`config.mk`:
```
export PLATFORM = sky130hd
export DESIGN_NAME = spike_rate_decoder
export DESIGN_NICKNAME = d
export VERILOG_FILES = /design/src/rtl/lif_pkg.sv /design/src/rtl/spike_counter.sv /design/src/rtl/spike_rate_decoder.sv
export SDC_FILE = /design/constraint.sdc
export NUM_CORES = 1
export LEC_CHECK = 0
export ABC_AREA = 1
export BUFFER_PORTS_ARGS = -buffer_cell sky130_fd_sc_hd__buf_2
export CAP_MARGIN = 20
export CORE_MARGIN = 2
export CORE_UTILIZATION = 30
export DETAILED_ROUTE_END_ITERATION = 8
export PLACE_DENSITY = 0.56
export SKIP_CTS_REPAIR_TIMING = 1
export SLEW_MARGIN = 25
export SYNTH_ARGS = -nofsm -noshare
export SYNTH_HDL_FRONTEND = slang
export SYNTH_SLANG_ARGS = --single-unit
```
`constraint.sdc`:
```
create_clock -name clk -period 3.2 [get_ports clk]
set_input_delay 0.64 -clock clk [delete_from_list [all_inputs] [get_ports clk]]
set_output_delay 0.64 -clock clk [all_outputs]
set_load 0.03 [all_outputs]
```
`src/rtl/lif_pkg.sv`:
```
// Shared encodings and default sizing for the spike rate decoder.
package lif_pkg;

  localparam int NCH_DEF = 8;
  localparam int CW_DEF  = 8;

  // Counting FSM
  typedef enum logic {IDLE = 1'b0, COUNT = 1'b1} cnt_st_e;

  // Result drain FSM
  typedef enum logic {EMPTY = 1'b0, SEND = 1'b1} drn_st_e;

endpackage

```
`src/rtl/spike_counter.sv`:
```
// One saturating per-channel spike counter with synchronous clear and enable.
// nxt_o exposes the value the counter would take this cycle (ignoring clear)
// so a window snapshot can include spikes of the window's final cycle.
module spike_counter #(
  parameter int CW = 8
) (
  input  logic          clk,
  input  logic          rst,
  input  logic          clr_i,
  input  logic          en_i,
  input  logic          inc_i,
  output logic [CW-1:0] cnt_o,
  output logic [CW-1:0] nxt_o
);

  logic [CW-1:0] cnt_q, cnt_d;

  // Increment by the spike bit, holding at all-ones
  always_comb begin
    cnt_d = cnt_q;
    if (en_i && inc_i && (cnt_q != '1)) cnt_d = cnt_q + 1'b1;
  end

  // Clear takes priority over counting
  always_ff @(posedge clk) begin
    if (rst || clr_i) cnt_q <= '0;
    else              cnt_q <= cnt_d;
  end

  assign cnt_o = cnt_q;
  assign nxt_o = cnt_d;

endmodule

```
`src/rtl/spike_rate_decoder.sv`:
```
// Windowed spike rate decoder: counts spikes per channel over a programmable
// window, snapshots the counts at window end and drains them one word per
// channel over a valid/ready port. A snapshot that arrives while the buffer
// still holds undelivered words is dropped and flagged as overrun.
module spike_rate_decoder
  import lif_pkg::*;
#(
  parameter int NCH = NCH_DEF,
  parameter int CW  = CW_DEF
) (
  input  logic           clk,
  input  logic           rst,
  input  logic [NCH-1:0] spike_in,
  input  logic [7:0]     win_len,
  input  logic           start,
  input  logic           stop,
  output logic           out_valid,
  input  logic           out_ready,
  output logic [2:0]     out_chan,
  output logic [CW-1:0]  out_count,
  output logic           overrun,
  output logic           busy
);

  cnt_st_e               cst_q;
  drn_st_e               dst_q;
  logic [8:0]            len_q;
  logic [8:0]            wcnt_q;
  logic [2:0]            chan_q;
  logic [NCH-1:0][CW-1:0] buf_q;
  logic                  ovr_q;

  logic [NCH-1:0][CW-1:0] cnt_cur, cnt_nxt;
  logic                  go, last, win_end, clr_cnt, cnt_en;

  // Window bookkeeping: stop beats both start and a coinciding window end
  always_comb begin
    go      = (cst_q == IDLE) && start && !stop;
    last    = (cst_q == COUNT) && (wcnt_q == (len_q - 9'd1));
    win_end = last && !stop;
    clr_cnt = go || win_end || ((cst_q == COUNT) && stop);
    cnt_en  = (cst_q == COUNT);
  end

  genvar g;
  for (g = 0; g < NCH; g++) begin : g_ch
    spike_counter #(.CW(CW)) u_cnt (
      .clk   (clk),
      .rst   (rst),
      .clr_i (clr_cnt),
      .en_i  (cnt_en),
      .inc_i (spike_in[g]),
      .cnt_o (cnt_cur[g]),
      .nxt_o (cnt_nxt[g])
    );
  end

  // Counting FSM; a zero length is stored as 256 via the 9th bit
  always_ff @(posedge clk) begin
    if (rst) begin
      cst_q  <= IDLE;
      len_q  <= '0;
      wcnt_q <= '0;
    end else begin
      case (cst_q)
        IDLE: if (go) begin
          len_q  <= {(win_len == 8'd0), win_len};
          wcnt_q <= '0;
          cst_q  <= COUNT;
        end
        COUNT: begin
          if (stop) begin
            cst_q  <= IDLE;
            wcnt_q <= '0;
          end else if (last) begin
            wcnt_q <= '0;
          end else begin
            wcnt_q <= wcnt_q + 9'd1;
          end
        end
        default: cst_q <= IDLE;
      endcase
    end
  end

  // Drain FSM; a snapshot is only accepted into an empty buffer, so one
  // landing on the final-word transfer cycle is still counted as overrun
  always_ff @(posedge clk) begin
    if (rst) begin
      dst_q  <= EMPTY;
      chan_q <= '0;
      buf_q  <= '0;
      ovr_q  <= 1'b0;
    end else begin
      if (go) ovr_q <= 1'b0;
      case (dst_q)
        EMPTY: if (win_end) begin
          buf_q  <= cnt_nxt;
          chan_q <= '0;
          dst_q  <= SEND;
        end
        SEND: begin
          if (win_end) ovr_q <= 1'b1;
          if (out_ready) begin
            if (chan_q == 3'(NCH-1)) begin
              chan_q <= '0;
              dst_q  <= EMPTY;
            end else begin
              chan_q <= chan_q + 3'd1;
            end
          end
        end
        default: dst_q <= EMPTY;
      endcase
    end
  end

  assign out_valid = (dst_q == SEND);
  assign out_chan  = chan_q;
  assign out_count = (dst_q == SEND) ? buf_q[chan_q] : '0;
  assign overrun   = ovr_q;
  assign busy      = (cst_q == COUNT);

endmodule

```
# --- After elaboration in Yosys (flattened, before gate mapping) ---
# Index checks and enable logic that the tools add are counted.
classes:
  add_sub_neg: 11
  order_cmp: 1
  n_eq_ne: 13
  mux: 29
  bitwise: 2
  n_reduce_logical: 29
ops:
  columns: ["cell", "n"]
  rows:
  - ["8-bit two-way mux", 10]
  - ["8-bit by 1-bit adder with 8-bit output, second input constant", 8]
  - ["8-bit != test, second input constant", 8]
  - ["9-bit two-way mux", 3]
  - ["8-bit binary-select mux with 3-bit select", 1]
  - ["1-bit logical AND", 21]
  - ["9-bit one-hot mux with 2 select lines", 1]
  - ["9-bit by 1-bit adder with 9-bit output, second input constant", 1]
  - ["9-bit == test", 1]
  - ["3-bit two-way mux", 3]
  - ["9-bit by 1-bit subtractor with 9-bit output, second input constant", 1]
  - ["8-bit zero test", 1]
  - ["1-bit two-way mux", 8]
  - ["2-bit != test, second input constant", 3]
  - ["3-bit one-hot mux with 2 select lines", 1]
  - ["2-bit AND reduction", 3]
  - ["3-bit by 4-bit less-than comparator with 1-bit output, second input constant", 1]
  - ["1-bit one-hot mux with 2 select lines", 2]
  - ["3-bit by 1-bit adder with 3-bit output, second input constant", 1]
  - ["3-bit == test, second input constant", 1]
  - ["1-bit logical OR", 3]
  - ["1-bit NOT", 2]
  - ["1-bit zero test", 1]
word_totals:
  register_bits: 152
  elab_cells: 107

# --- Logic depth before layout (Yosys ltp) ---
logic_depth:
  word_depth: 7
  depth_mapped: 16
  depth_no_buf: 15

# --- By module ---
# From an unflattened synthesis, not the netlist that was laid out.
unflattened:
  hier_cells: 1350
  area_unflattened_um2: 8466.9
modules_own_cells:
  columns: ["mod", "n_inst", "cells_per_inst", "area_each_um2", "seq_area_each_um2"]
  rows:
  - ["spike_rate_decoder", 1, 718, 4453.0, 1761.7]
  - ["spike_counter", 8, 79, 501.7, 160.2]

# --- Worst setup path after synthesis ---
# Ideal clock, no wire load.
synth_timing:
  path_kind: "reg-to-output"
  startpoint: "register chan_q[1] (netlist: out_chan[1])"
  endpoint: "output port out_count[5]"
  t_arrival_ns: 1.977
  t_required_ns: 2.560
  setup_slack_ns: 0.583
  stages_incl_launch_ff: 9
  cell_sequence: "dfxtp_1 > clkbuf_1 > inv_1 > clkbuf_1 > a21oi_1 > o21ai_0 > nand3_1 > nand2_1 > a31oi_1"
synth_via:
  elab_chain_len: 3
synth_lines:
  columns: ["element", "line_no", "text"]
  rows:
  - ["from (decl)", "spike_rate_decoder.sv:29", "logic [2:0] chan_q;"]
  - ["from (signal assigned)", "spike_rate_decoder.sv:109", "chan_q <= chan_q + 3'd1;"]
  - ["8-bit binary-select mux with 3-bit select", "spike_rate_decoder.sv:120", "assign out_count = (dst_q == SEND) ? buf_q[chan_q] : '0;"]
  - ["8-bit two-way mux (not written as such)", "spike_rate_decoder.sv:120", null]
  - ["8-bit two-way mux", "spike_rate_decoder.sv:120", null]
  - ["to (decl)", "spike_rate_decoder.sv:20", "output logic [CW-1:0] out_count,"]
# No other way between the ends. The select of a mux whose other input is x is not followed.

# --- Final worst setup path ---
layout_timing:
  startpoint: "register len_q[0]"
  endpoint: "register g_ch[5].u_cnt.cnt_q[6]"
layout_via:
  elab_chain_len: 7
layout_lines:
  columns: ["element", "line_no", "text"]
  rows:
  - ["from (decl)", "spike_rate_decoder.sv:27", "logic [8:0] len_q;"]
  - ["from (signal assigned)", "spike_rate_decoder.sv:67", "len_q <= {(win_len == 8'd0), win_len};"]
  - ["9-bit by 1-bit subtractor with 9-bit output", "spike_rate_decoder.sv:39", "last = (cst_q == COUNT) && (wcnt_q == (len_q - 9'd1));"]
  - ["9-bit == test", "spike_rate_decoder.sv:39", null]
  - ["1-bit logical AND", "spike_rate_decoder.sv:39", null]
  - ["1-bit logical AND", "spike_rate_decoder.sv:40", "win_end = last && !stop;"]
  - ["1-bit logical OR (2 in series)", "spike_rate_decoder.sv:41", "clr_cnt = go || win_end || ((cst_q == COUNT) && stop);"]
  - ["1-bit logical OR", "spike_counter.sv:26", "if (rst || clr_i) cnt_q <= '0;"]
  - ["to (signal assigned)", "spike_counter.sv:27", "else cnt_q <= cnt_d;"]
  - ["to (decl)", "spike_counter.sv:16", "logic [CW-1:0] cnt_q, cnt_d;"]
# No other way between the ends.
# A chain may end at the register's enable or synchronous reset.

==> report_table.html <==
<table>
<tr><th>Metric</th><th>Value</th></tr>
<tr><th colspan="2">Critical path</th></tr>
<tr><td>Cell mode on critical path</td><td>nand2_1</td></tr>
<tr><td>Number of cells traversed by the worst register-to-register path</td><td>14</td></tr>
<tr><td>Kind of end point of the critical path</td><td>flop</td></tr>
<tr><td>Data arrival, critical path</td><td>3.07 ns</td></tr>
<tr><td>Largest driver fanout on the critical path</td><td>33</td></tr>
<tr><td>Worst setup SP type</td><td>flop</td></tr>
<tr><td>Reg2Reg Launch Point</td><td>len_q[0]</td></tr>
<tr><td>CP max-delay cell</td><td>o21ai_4</td></tr>
<tr><td>Delay of the slowest cell on the worst path</td><td>0.79 ns</td></tr>
<tr><td>Chain of cells forming the critical path</td><td>inv_1, ha_1, nand2_1, nor2_1, nand2_1, nand2_1, nand2_1, nand2_1, nand2_1, nor2_2, nand2_2, o21ai_4, buf_12, nor2_1</td></tr>
<tr><td>Flop-to-flop setup slack</td><td>0.44 ns</td></tr>
<tr><td>CP Data Required Time</td><td>3.51 ns</td></tr>
<tr><td>Reg-to-reg critical path endpoint</td><td>g_ch[5].u_cnt.cnt_o[6]</td></tr>
<tr><td>Critical path type</td><td>reg -&gt; reg</td></tr>
<tr><th colspan="2">Final layout</th></tr>
<tr><td>Fill cell count</td><td>2595</td></tr>
<tr><td>Cell area after layout</td><td>8500 um^2</td></tr>
<tr><td>Fraction of layout cells with a size suffix above 1</td><td>0.0775</td></tr>
<tr><td>Diodes inserted</td><td>0</td></tr>
<tr><td>Non-filler instance count after layout</td><td>1421</td></tr>
<tr><td>Synth-to-layout area growth</td><td>14.8%</td></tr>
<tr><td>Count of nets after finishing</td><td>1117</td></tr>
<tr><th colspan="2">STA</th></tr>
<tr><td>Worst Clk Skew</td><td>0.0111 ns</td></tr>
<tr><td>Relative slew margins</td><td>0.330</td></tr>
<tr><td>Number of setup violations in the final report</td><td>0</td></tr>
<tr><td>Sum Neg Setup Slack</td><td>0 ns</td></tr>
<tr><td>Period utilisation layout</td><td>0.863</td></tr>
<tr><td>Least-Margin Pin Slew</td><td>1.00 ns</td></tr>
<tr><td>Post-route minimum period</td><td>2.76 ns</td></tr>
<tr><td>Final-report max-slew violation count</td><td>0</td></tr>
<tr><td>Setup repair after global routing missed its margin</td><td>false</td></tr>
<tr><td>Number of hold violations in the final report</td><td>0</td></tr>
<tr><td>Upper clock frequency limit</td><td>0.362 GHz</td></tr>
<tr><td>Setup WS post-layout</td><td>0.439 ns</td></tr>
<tr><th colspan="2">Die</th></tr>
<tr><td>I/O pin cnt</td><td>35</td></tr>
<tr><td>Vert. Die Dim</td><td>161 um</td></tr>
<tr><td>Area enclosed by the die boundary</td><td>26000 um^2</td></tr>
<tr><td>Placeable core area</td><td>24200 um^2</td></tr>
<tr><td>Overall die width</td><td>161 um</td></tr>
<tr><td>Initial core utilization</td><td>0.305</td></tr>
<tr><td>Std cell rows</td><td>57</td></tr>
<tr><th colspan="2">Power</th></tr>
<tr><td>PnR Total Power</td><td>0.00433 W</td></tr>
<tr><td>Leakage power of the design</td><td>3.58 nW</td></tr>
<tr><td>Total power divided by cell area</td><td>509 nW/um^2</td></tr>
<tr><td>Worst vdd rail ir drop</td><td>0.279 mV</td></tr>
<tr><th colspan="2">Global route</th></tr>
<tr><td>Global-route wire length before repair</td><td>27.9 mm</td></tr>
<tr><td>Initial antenna violation count</td><td>0</td></tr>
<tr><td>Maximum number of pins on one net before global-route repair</td><td>70</td></tr>
<tr><td>Total overflow reported by the global router</td><td>0</td></tr>
<tr><td>Via count of the first global-routing pass</td><td>5694</td></tr>
<tr><td>Gr usage total</td><td>0.133</td></tr>
<tr><th colspan="2">Synthesis</th></tr>
<tr><td>Post-synthesis cell type count</td><td>31</td></tr>
<tr><td>Fraction of the mapped netlist area in compound gates</td><td>0.121</td></tr>
<tr><td>FF+latch count, synth</td><td>152</td></tr>
<tr><td>Post-Synth Adder-Cell Area</td><td>0.0203</td></tr>
<tr><td>Post-synthesis net count</td><td>1097</td></tr>
<tr><td>Synth top area share</td><td>0.411</td></tr>
<tr><td>Dominant combinational cell family by area after synthesis</td><td>simple AND/OR/NAND/NOR gates</td></tr>
<tr><td>Fraction of synthesized cell area in xor and xnor cells</td><td>0.0733</td></tr>
<tr><td>Library cell with the largest summed area after synthesis</td><td>dfxtp_1</td></tr>
<tr><td>Sequential share of the synthesized area</td><td>0.411</td></tr>
<tr><td>Cell area after synthesis</td><td>7400 um^2</td></tr>
<tr><td>Warnings, synthesis</td><td>0</td></tr>
<tr><td>Syn avg cell area</td><td>6.96 um^2</td></tr>
<tr><td>Proportion of synthesized area in mux cells</td><td>0.0108</td></tr>
<tr><td>Number of instances in the synthesized netlist</td><td>1064</td></tr>
<tr><td>Synthesized-area fraction occupied by and/or/nand/nor cells</td><td>0.242</td></tr>
<tr><td>Dominant cells by area after synthesis</td><td>dfxtp_1 41%, nand2_1 12%, inv_1 8.9%</td></tr>
<tr><th colspan="2">Worst hold path</th></tr>
<tr><td>Min-delay src</td><td>overrun</td></tr>
<tr><td>Class of the worst hold path</td><td>reg -&gt; reg</td></tr>
<tr><td>Hold-critical path depth</td><td>2</td></tr>
<tr><td>Worst Hold Endpoint</td><td>overrun</td></tr>
<tr><th colspan="2">Clock network</th></tr>
<tr><td>Deepest level of the CTS H-tree</td><td>4</td></tr>
<tr><td>Insertion delay to the later sink of the worst-skew pair</td><td>0.43 ns</td></tr>
<tr><td>Clock Pin Slew Worst Setup and Hold Paths</td><td>0.06 ns</td></tr>
<tr><td>TritonCTS Buffers</td><td>17</td></tr>
<tr><td>CTS Root Buffer Type</td><td>clkbuf_16</td></tr>
<tr><td>Clock buffer depth</td><td>2</td></tr>
<tr><td>Clock tree from TritonCTS</td><td>done</td></tr>
<tr><td>Clock sink total</td><td>152</td></tr>
<tr><th colspan="2">Drt</th></tr>
<tr><td>Total Wirelength</td><td>17.0 mm</td></tr>
<tr><td>Total vias in the final route</td><td>6223</td></tr>
<tr><td>Detailed router's first-iteration violation count</td><td>313</td></tr>
<tr><td>Number of vias per cell</td><td>4.38</td></tr>
<tr><td>Antenna viol nets, final</td><td>0</td></tr>
<tr><td>Average routed wire per standard cell</td><td>12.0 um</td></tr>
<tr><td>First-pass DRT Iterations</td><td>5</td></tr>
<tr><td>DRC</td><td>0</td></tr>
<tr><th colspan="2">Placement</th></tr>
<tr><td>Number of instances in the placed design</td><td>1389</td></tr>
<tr><td>Placed standard-cell area</td><td>7860 um^2</td></tr>
<tr><td>Number of port buffers</td><td>34</td></tr>
<tr><td>HPWL reported at the end of detailed placement</td><td>11.4 mm</td></tr>
<tr><td>Weighted congestion reported at the end of routability-driven placement</td><td>0.822</td></tr>
<tr><td>Setup slack at placement</td><td>0.423 ns</td></tr>
<tr><th colspan="2">Flow run</th></tr>
<tr><td>Count of maximum capacitance violations</td><td>0</td></tr>
<tr><th colspan="2">Outcome</th></tr>
<tr><td>Status</td><td>finished clean</td></tr>
</table>
## sequential cells by signal, summed over array words and instances, names as in the netlist
register and count:
overrun 1, out_valid 1, out_chan 3, len_q 9
g_ch.u_cnt.cnt_o 64, wcnt_q 9, busy 1, buf_q 64
## cell usage after synthesis
library cell and number:
inv_2 2, buf_6 7, nor4_1 2, o21ba_2 1, xnor2_1 30, nand4_1 10, nand3_1 56, a21oi_1 109
nor3_1 5, buf_1 4, o21ai_1 1, buf_2 7, xor2_1 32, buf_4 1, nand2_1 235, nand3b_1 3
nand2_2 1, a31oi_1 8, nor2_2 2, o21ai_4 1, nand4_4 1, clkbuf_1 25, o21a_1 4, o21ai_0 46
inv_1 176, ha_1 12, dfxtp_1 152, mux2i_1 8, a211oi_1 1, nor2_1 121, nor3_4 1
## worst max-delay path by stage
stage	startpoint	depth (start not counted)	endpoint
finish	len_q[0]	14	g_ch[5].u_cnt.cnt_o[6]
floorplan	out_chan[1]	8	out_count[5]
global placement	len_q[0]	14	g_ch[1].u_cnt.cnt_o[4]
CTS	len_q[0]	14	g_ch[0].u_cnt.cnt_o[7]
global route	len_q[0]	14	g_ch[5].u_cnt.cnt_o[5]
detailed placement	len_q[0]	14	g_ch[1].u_cnt.cnt_o[4]
## metrics by stage
stage | hold WS [ns] | utilization
after detailed placement | 0.456 | 0.324
final | 0.463 | 0.351
after global routing | 0.492 | 0.351
after floorplan | 0.444 | -
after CTS | 0.467 | 0.351
after global placement | 0.451 | 0.324
## where the power goes
group          switching (W)  internal [W]  leakage, nW
Combinational       0.000133     0.0000615         2.04
Clock               0.000852       0.00136        0.314
Sequential         0.0000126       0.00190         1.23
## layer usage
metal  share of wire  vias to the layer above  GRT usage
met3           0.037                        7     0.0300
li1                -                     3335          -
met5               0                        -          0
met1            0.51                     2781      0.181
met4          0.0073                        0     0.0325
met2            0.44                      100      0.214
## logic make-up (layout without fill, tap and decap cells)
kind of cell	after synthesis	after routing
and+or+nand+nor	437	437
buffers and inverters	222	255
AOI/OAI and AO/OA	171	171
DFF	152	152
xor gates and xnor gates	62	62
adders and majority gates	12	12
muxes	8	8
## worst max-delay path, delay by kind of cell, from the launching register on
kind / cells / cell delay [ns]
adders and majority gates: 1 / 0.21
and+or+nand+nor: 10 / 0.92
buffers and inverters: 2 / 0.40
AOI/OAI and AO/OA: 1 / 0.79
DFF: 1 / 0.31
## final cells by class
type,instances,area [um^2],share of cell area
Clock buffer,20,457,0.0537
Multi-Input combinational cell,690,3460,0.407
Timing Repair Buffer,45,278,0.0327
Tap cell,324,405,0.0477
Sequential cell,152,3040,0.358
Clock inverter,12,188,0.0221
Inverter,178,668,0.0786
## cell usage in the layout, fill, tap and decap left out, drive strengths merged, types with 3 or more instances in the layout
cell type  instances
o21ai             48
nor2             123
nand2            236
xnor2             30
clkbuf            20
dfxtp            152
inv              182
mux2i              8
a21oi            109
ha                12
buf               45
nand3             56
bufinv             4
a31oi              8
nand4             11
xor2              32
nor3               6
o21a               4
nand3b             3
clkinv             3
Power figures use the tool's default switching activity.
